### config.mk
export PLATFORM = sky130hd
export DESIGN_NAME = sha2_msg_schedule
export DESIGN_NICKNAME = d
export VERILOG_FILES = /design/src/rtl/sha2_msg_schedule.sv
export SDC_FILE = /design/constraint.sdc
export NUM_CORES = 2
export LEC_CHECK = 0
export ABC_AREA = 1
export CORE_MARGIN = 10
export CORE_UTILIZATION = 45
export DETAILED_ROUTE_END_ITERATION = 8
export GPL_TIMING_DRIVEN = 1
export PLACE_DENSITY_LB_ADDON = 0.05
export SLEW_MARGIN = 10
export SYNTH_ARGS = -nofsm -noshare
export SYNTH_HDL_FRONTEND = slang
export SYNTH_SLANG_ARGS = --single-unit
### constraint.sdc
create_clock -name clk -period 25.7 [get_ports clk]
set_clock_uncertainty 0.1 [all_clocks]
set_input_delay 6.425 -clock clk [delete_from_list [all_inputs] [get_ports clk]]
set_output_delay 6.425 -clock clk [all_outputs]
set_load 0.1 [all_outputs]
### src/rtl/sha2_msg_schedule.sv
// SHA-256 / SHA-512 message schedule generator: accepts 16 message words and
// emits the R-word expanded schedule through a sliding 16-word window.
module sha2_msg_schedule #(
    parameter int SHA512 = 0,
    localparam int W = (SHA512 != 0) ? 64 : 32,
    localparam int R = (SHA512 != 0) ? 80 : 64
) (
    input  logic         clk,
    input  logic         rst,
    input  logic         flush,
    input  logic         in_valid,
    output logic         in_ready,
    input  logic [W-1:0] in_data,
    output logic         out_valid,
    input  logic         out_ready,
    output logic [W-1:0] out_data,
    output logic [6:0]   out_idx,
    output logic         out_last,
    output logic         busy
);

    typedef enum logic [1:0] {IDLE, LOAD, EXPAND} state_t;

    state_t       state, state_nxt;
    logic [W-1:0] win [16];
    logic [6:0]   cnt;
    logic         in_hs, out_hs, cnt_end;
    logic [W-1:0] w_new;

    function automatic logic [W-1:0] rotr(input logic [W-1:0] x, input int n);
        return (x >> n) | (x << (W - n));
    endfunction

    function automatic logic [W-1:0] sig0(input logic [W-1:0] x);
        if (SHA512 != 0)
            return rotr(x, 1) ^ rotr(x, 8) ^ (x >> 7);
        else
            return rotr(x, 7) ^ rotr(x, 18) ^ (x >> 3);
    endfunction

    function automatic logic [W-1:0] sig1(input logic [W-1:0] x);
        if (SHA512 != 0)
            return rotr(x, 19) ^ rotr(x, 61) ^ (x >> 6);
        else
            return rotr(x, 17) ^ rotr(x, 19) ^ (x >> 10);
    endfunction

    assign in_hs   = in_valid && in_ready;
    assign out_hs  = out_valid && out_ready;
    assign cnt_end = (cnt == 7'(R - 1));
    // Modulo-2^W sum falls out of the W-bit result width.
    assign w_new   = sig1(win[14]) + win[9] + sig0(win[1]) + win[0];

    always_ff @(posedge clk or posedge rst) begin
        if (rst)
            state <= IDLE;
        else
            state <= state_nxt;
    end

    always_comb begin
        state_nxt = state;
        if (flush) begin
            state_nxt = IDLE;
        end else begin
            case (state)
                IDLE:    if (in_hs) state_nxt = LOAD;
                LOAD:    if (in_hs && cnt == 7'd15) state_nxt = EXPAND;
                EXPAND:  if (out_hs && cnt_end) state_nxt = IDLE;
                default: state_nxt = IDLE;
            endcase
        end
    end

    always_comb begin
        in_ready  = 1'b1;
        out_valid = 1'b0;
        out_data  = '0;
        out_idx   = '0;
        out_last  = 1'b0;
        busy      = (state != IDLE);
        if (state == EXPAND) begin
            in_ready  = 1'b0;
            out_valid = 1'b1;
            out_data  = win[0];
            out_idx   = cnt;
            out_last  = cnt_end;
        end
    end

    always_ff @(posedge clk or posedge rst) begin
        if (rst) begin
            cnt <= '0;
        end else if (flush) begin
            cnt <= '0;
        end else begin
            case (state)
                IDLE:    if (in_hs) cnt <= 7'd1;
                LOAD:    if (in_hs) cnt <= (cnt == 7'd15) ? 7'd0 : cnt + 7'd1;
                EXPAND:  if (out_hs) cnt <= cnt_end ? 7'd0 : cnt + 7'd1;
                default: cnt <= '0;
            endcase
        end
    end

    // Loading and expansion share one shift; only the word entering win[15] differs.
    always_ff @(posedge clk or posedge rst) begin
        if (rst) begin
            for (int i = 0; i < 16; i++) win[i] <= '0;
        end else if (!flush && (in_hs || out_hs)) begin
            for (int i = 0; i < 15; i++) win[i] <= win[i+1];
            win[15] <= in_hs ? in_data : w_new;
        end
    end

endmodule

== Yosys cells after proc, flatten, opt, wreduce, memory -nomap -nowiden ==
Index checks and enable logic that the tools add are counted.
Widths: inputs -> output; s select.

* Input port bits: 37
* Latch bits: 0
* Logic and storage cells: 68
* ROM bits: 0
* Bits in writable memories: 0
* Memories: 0
* Output and inout port bits: 43
* Register bits: 521

* Equal/unequal tests: 9
* Add/subtract/negate cells: 4
* $mul: 0
* Magnitude comparators: 0
* Reductions and logical operators: 11
* Div/mod/pow operators: 0
* Bitwise operators: 8
* Shifts and indexed selects: 0
* Muxes and demuxes: 18

{| class="wikitable"
|+ Operators with widths
! cell !! count
|-
| $add 32x32->32 || 3
|-
| $mux 32 || 2
|-
| $xor 32x32->32 || 2
|-
| $mux 7 || 7
|-
| $or 13x32->32 || 1
|-
| $or 14x32->32 || 1
|-
| $or 15x32->32 || 1
|-
| $or 25x32->32 || 1
|-
| $xor 32x22->32 || 1
|-
| $xor 32x29->32 || 1
|-
| $pmux 7 s3 || 1
|-
| $ne 3x3->1 const B || 5
|-
| $mux 2 || 4
|-
| $add 7x1->7 const B || 1
|-
| $eq 7x4->1 const B || 1
|-
| $eq 7x6->1 const B || 1
|-
| $pmux 2 s3 || 1
|-
| $reduce_and 3->1 || 2
|-
| $logic_and 1x1->1 || 5
|-
| $mux 1 || 3
|-
| $eq 2x1->1 const B || 1
|-
| $eq 2x2->1 const B || 1
|-
| $logic_not 2->1 || 1
|-
| $reduce_bool 2->1 || 1
|-
| 2 further kinds || 2
|}

== Longest topological paths before layout ==
* Depth in word-level cells: 7
* Depth in mapped cells: 21
* Depth with buffers taken out: 20

== Worst setup path after synthesis ==
OpenSTA, ideal clock, no wires.

* Path type: register to output
* Start: register state[0]
* End: output port out_data[0]
* Path buffers: 1
* Arrival time: 3,070 ps
* Stages on the path, launching flop included: 5
* Slack: 16,105 ps
* Required time: 19,175 ps
* Cells stage by stage: dfrtp_1 > nor2_8 > inv_2 > clkbuf_1 > nor2_1

* Word-level cells in the longest chain between the ends: 2

{| class="wikitable"
|+ Ends and longest elaborated chain
! element !! RTL line !! text
|-
| from (decl) || 24 || <nowiki>state_t state, state_nxt;</nowiki>
|-
| from (signal assigned) || 58 || <nowiki>state <= state_nxt;</nowiki>
|-
| $eq 2x2->1 || 82 || <nowiki>if (state == EXPAND) begin</nowiki>
|-
| $mux 32 || 82 ||
|-
| to (decl) || 16 || <nowiki>output logic [W-1:0] out_data,</nowiki>
|}

Every way passes these cells.

== Worst setup path in the final report ==
* Start: input port in_valid
* End: register win[8] in the netlist's numbering

* Word-level cells in the longest chain between the ends: 3
* Elaborated cells on any way between the ends: 4

{| class="wikitable"
|+ Ends and longest elaborated chain
! element !! RTL line !! text
|-
| from (decl) || 11 || <nowiki>input logic in_valid,</nowiki>
|-
| $logic_and 1x1->1 * || 48 || <nowiki>assign in_hs = in_valid && in_ready;</nowiki>
|-
| $logic_or 1x1->1 || 110 || <nowiki>end else if (!flush && (in_hs || out_hs)) begin</nowiki>
|-
| $logic_and 1x1->1 || 110 ||
|-
| to (decl) || 25 || <nowiki>logic [W-1:0] win [16];</nowiki>
|}

Every way passes the cells marked *; elsewhere a longest branch is shown, timed or not.
A chain may end at the register's enable or synchronous reset.

==> flow_results.xml <==
<?xml version="1.0" encoding="UTF-8"?>
<metrics>
  <group name="worst_setup_path">
    <metric name="critical_path_peak_fanout" unit="">194</metric>
    <metric name="crit_arrival" unit="ns">12.38</metric>
    <metric name="worstSetupStartpointType" unit="">primary input</metric>
    <metric name="ff2ff_path_depth" unit="">12</metric>
    <metric name="setup.worst_path.class" unit="">in2reg</metric>
    <metric name="r2r_setup_slack" unit="ns">19.54</metric>
    <metric name="cp_num_buf_inv" unit="">7</metric>
    <metric name="cp_slowest_cell" unit="">sky130_fd_sc_hd__buf_4</metric>
    <metric name="worstPathCellList" unit="">clkdlybuf4s50_1, inv_1, nor2_4, inv_2, o21ai_2, nand2_8, inv_8, buf_4, buf_4, buf_4, o21ai_0, o22ai_1</metric>
    <metric name="cp_capture_type" unit="">register</metric>
    <metric name="crit_top_cell" unit="">sky130_fd_sc_hd__buf_4</metric>
    <metric name="cp_top_family" unit="">buffers and inverters</metric>
    <metric name="timing.critical_path.required" unit="ns">26.11</metric>
    <metric name="max_stage_delay" unit="ns">0.78</metric>
    <metric name="timing.critical_path.depth" unit="">12</metric>
  </group>
  <group name="die">
    <metric name="die_w" unit="um">256</metric>
    <metric name="dieHeight" unit="um">256</metric>
    <metric name="io_pins" unit="">80</metric>
    <metric name="floorplan.initialDensity" unit="%">45.5</metric>
    <metric name="dieArea" unit="um2">65700</metric>
    <metric name="placeableCoreArea" unit="um2">55200</metric>
    <metric name="row_count" unit="">86</metric>
  </group>
  <group name="timing">
    <metric name="finalSetupViolCount" unit="">0</metric>
    <metric name="shortest_clock_period_the_worst_path_allows_after_layout" unit="ns">11.96</metric>
    <metric name="finalHoldViolCount" unit="">0</metric>
    <metric name="worst-slew-pin-transition" unit="ns">1.14</metric>
    <metric name="slew-limit-headroom" unit="%">24.0</metric>
    <metric name="timing.final.max_slew_violations" unit="">0</metric>
    <metric name="max_freq" unit="MHz">83.6</metric>
    <metric name="timing.setup.tns" unit="ns">0</metric>
    <metric name="layout_worst_path_cycle_share" unit="%">46.6</metric>
    <metric name="rsz0062_at_grt" unit="">no</metric>
  </group>
  <group name="synthesis">
    <metric name="yosysWarnings" unit="">0</metric>
    <metric name="net_count_after_synthesis" unit="">3020</metric>
    <metric name="avgSynthCellArea" unit="um2">8.70</metric>
    <metric name="number_of_standard_cells_after_synthesis" unit="">2889</metric>
    <metric name="synth_seq_area_share" unit="%">51.9</metric>
    <metric name="synth-seq-cells" unit="">521</metric>
    <metric name="yosys.cell_types.count" unit="">35</metric>
    <metric name="syn_area" unit="um2">25100</metric>
  </group>
  <group name="grt">
    <metric name="first_global_vias" unit="">18027</metric>
    <metric name="grt_usage" unit="%">20.7</metric>
    <metric name="grt_antenna_before_repair" unit="">0</metric>
    <metric name="grt_max_degree" unit="">241</metric>
    <metric name="global_route.overflow_total" unit="">0</metric>
    <metric name="grt_first_pass_wirelength" unit="um">107000</metric>
  </group>
  <group name="clocking">
    <metric name="cts_made_buffers" unit="">57</metric>
    <metric name="post_cts_gate_resize_count" unit="">0</metric>
    <metric name="clockRootBuffer" unit="">sky130_fd_sc_hd__clkbuf_16</metric>
    <metric name="worstSkewPairLatency" unit="ns">0.62</metric>
    <metric name="clock_pin_slew_on_the_worst_setup_and_hold_paths" unit="ns">0.06</metric>
    <metric name="cts_max_path_buffers" unit="">3</metric>
    <metric name="post_cts_hold_buffer_count" unit="">0</metric>
    <metric name="clk_sink_count" unit="">521</metric>
    <metric name="cts_htree_levels" unit="">2</metric>
    <metric name="tritoncts" unit="">built</metric>
    <metric name="post_cts_buffers" unit="">0</metric>
  </group>
  <group name="run_status">
    <metric name="outcome" unit="">finished, final reports clean</metric>
  </group>
  <group name="drt">
    <metric name="routed_via_density" unit="">4.87</metric>
    <metric name="drt_first_pass_iters" unit="">5</metric>
    <metric name="detail_route.drc_violations" unit="">0</metric>
    <metric name="final_antenna_net_count" unit="">0</metric>
    <metric name="first_iter_violations" unit="">1400</metric>
    <metric name="wl" unit="um">67700</metric>
    <metric name="wire_per_inst" unit="um">18.3</metric>
    <metric name="vias" unit="">18030</metric>
  </group>
  <group name="place">
    <metric name="post_dp_cell_area" unit="um2">26100</metric>
    <metric name="placement.io_buffers" unit="">79</metric>
    <metric name="dpl.hpwl" unit="um">48900</metric>
    <metric name="gp_congestion" unit="">0.932</metric>
  </group>
  <group name="cells_and_area">
    <metric name="n_antenna_cell" unit="">0</metric>
    <metric name="postLayoutCellArea" unit="um2">28100</metric>
    <metric name="layout-area-overhead-vs-synth" unit="%">11.7</metric>
    <metric name="number_of_inserted_filler_cells_in_the_final_layout" unit="">5367</metric>
    <metric name="share_of_cells_above_drive_strength_1" unit="%">3.99</metric>
    <metric name="layout.nets" unit="">3037</metric>
  </group>
  <group name="worst_hold_path">
    <metric name="holdPathStages" unit="">2</metric>
    <metric name="hold_path.class" unit="">reg2reg</metric>
  </group>
  <group name="flow_run">
    <metric name="drv_cap" unit="">0</metric>
  </group>
</metrics>
==> cells by family (layout without fill, tap and decap cells) <==
group | count (synthesis) | count (layout) | synth area share [%]
AOI/OAI and AO/OA | 543 | 543 | 11.0
xor gates and xnor gates | 133 | 133 | 4.63
adders and majority gates | 94 | 94 | 6.53
buffers and inverters | 611 | 677 | 10.7
DFF | 521 | 521 | 51.9
and+or+nand+nor | 987 | 987 | 15.2
==> sequential cells by signal, summed over array words and instances (netlist names) <==
name	flops
win	512
state	2
cnt	7
==> metrics by stage <==
| step | instances | setup WS (ns) | hold WS (ns) | util, % |
|---|---|---|---|---|
| 4_1_cts | 3703 | 13.71 | 0.372 | 50.9 |
| 3_3_place_gp | 3595 | 13.27 | 0.352 | 47.3 |
| 2_1_floorplan | 2889 | 4.62 | 0.342 | - |
| 6_report | 3703 | 13.74 | 0.368 | 50.9 |
| 3_5_place_dp | 3595 | 13.11 | 0.354 | 47.3 |
| 5_1_grt | 3703 | 13.15 | 0.395 | 50.9 |
==> worst register-to-register path: stages (launching register included) <==
cell                      delay [ns]
sky130_fd_sc_hd__dfrtp_1        0.42
sky130_fd_sc_hd__inv_2          0.13
sky130_fd_sc_hd__nor2_8         0.06
sky130_fd_sc_hd__nor2_4         0.50
sky130_fd_sc_hd__inv_2          0.54
sky130_fd_sc_hd__o21ai_2        0.27
sky130_fd_sc_hd__nand2_8        0.26
sky130_fd_sc_hd__inv_8          0.79
sky130_fd_sc_hd__buf_4          0.84
sky130_fd_sc_hd__buf_4          0.84
sky130_fd_sc_hd__buf_4          0.80
sky130_fd_sc_hd__o21ai_0        0.32
sky130_fd_sc_hd__o22ai_1        0.18
==> final timing paths <==
path | from | end
min in group asynchronous | rst | win[401]$_DFFE_PP0P_
max in group asynchronous | rst | win[18]$_DFFE_PP0P_
max | in_valid | win[8]$_DFFE_PP0P_
min | win[109]$_DFFE_PP0P_ | win[141]$_DFFE_PP0P_
min reg2reg | win[109]$_DFFE_PP0P_ | win[141]$_DFFE_PP0P_
max reg2reg | state[1]$_DFFE_PP0P_ | win[8]$_DFFE_PP0P_
==> per-layer routing <==
layer  share of wire (%)  global-route usage, %
met1                  47                   28.9
met2                  46                   33.3
met3                 4.2                   3.01
met4                 2.4                   5.57
met5                0.12                  0.900
==> cell usage in the layout, fill, tap and decap left out, types with 2 or more instances in the layout <==
cell,n
sky130_fd_sc_hd__nand4_1,2
sky130_fd_sc_hd__clkbuf_16,57
sky130_fd_sc_hd__nor3_1,6
sky130_fd_sc_hd__bufinv_16,6
sky130_fd_sc_hd__inv_6,2
sky130_fd_sc_hd__a21oi_1,40
sky130_fd_sc_hd__o21ai_1,240
sky130_fd_sc_hd__xnor2_1,66
sky130_fd_sc_hd__nor4_1,2
sky130_fd_sc_hd__dfrtp_1,521
sky130_fd_sc_hd__nand2_1,800
sky130_fd_sc_hd__fa_1,62
sky130_fd_sc_hd__nor2_1,122
sky130_fd_sc_hd__nand3_1,49
sky130_fd_sc_hd__a31oi_1,2
sky130_fd_sc_hd__clkbuf_1,13
sky130_fd_sc_hd__nand3b_1,2
sky130_fd_sc_hd__clkdlybuf4s50_1,79
sky130_fd_sc_hd__a22oi_1,5
sky130_fd_sc_hd__inv_8,2
sky130_fd_sc_hd__inv_1,472
sky130_fd_sc_hd__clkinvlp_4,2
sky130_fd_sc_hd__ha_1,32
sky130_fd_sc_hd__o21bai_1,2
sky130_fd_sc_hd__clkbuf_8,13
sky130_fd_sc_hd__buf_4,12
sky130_fd_sc_hd__o211ai_1,4
sky130_fd_sc_hd__inv_2,3
sky130_fd_sc_hd__o21ai_0,238
sky130_fd_sc_hd__clkinv_2,12
sky130_fd_sc_hd__o22ai_1,8
sky130_fd_sc_hd__xor2_1,67
==> Yosys cell counts, drive strengths merged <==
library cell | number | area share [%]
nor2 | 124 | 1.9
a31oi | 3 | 0.10
o21ai | 479 | 9.6
nand4 | 2 | 0.050
nand3 | 49 | 0.98
a22oi | 5 | 0.15
nand3b | 2 | 0.060
ha | 32 | 1.6
xnor2 | 66 | 2.3
and3 | 1 | 0.025
nor3 | 6 | 0.12
nor4 | 2 | 0.050
dfrtp | 521 | 52
fa | 62 | 4.9
o32ai | 1 | 0.035
xor2 | 67 | 2.3
nand2 | 801 | 12
o22ai | 8 | 0.20
o21bai | 2 | 0.060
clkbuf | 43 | 0.75
a21oi | 40 | 0.80
o211ai | 4 | 0.12
inv | 477 | 7.1
a21o | 1 | 0.030
buf | 91 | 2.9
==> cell type report <==
type | count | area, um2 | area share [%]
flip-flops and latches | 521 | 13000 | 46.4
multi-input cells | 1757 | 9420 | 33.5
inverters | 477 | 1810 | 6.43
clock buffers | 83 | 1650 | 5.89
well taps | 748 | 936 | 3.33
repair buffers | 92 | 901 | 3.21
clock inverters | 25 | 328 | 1.17
Power is not shown: default switching activity piles up to over one toggle a cycle in this logic, so the estimate is an artifact.
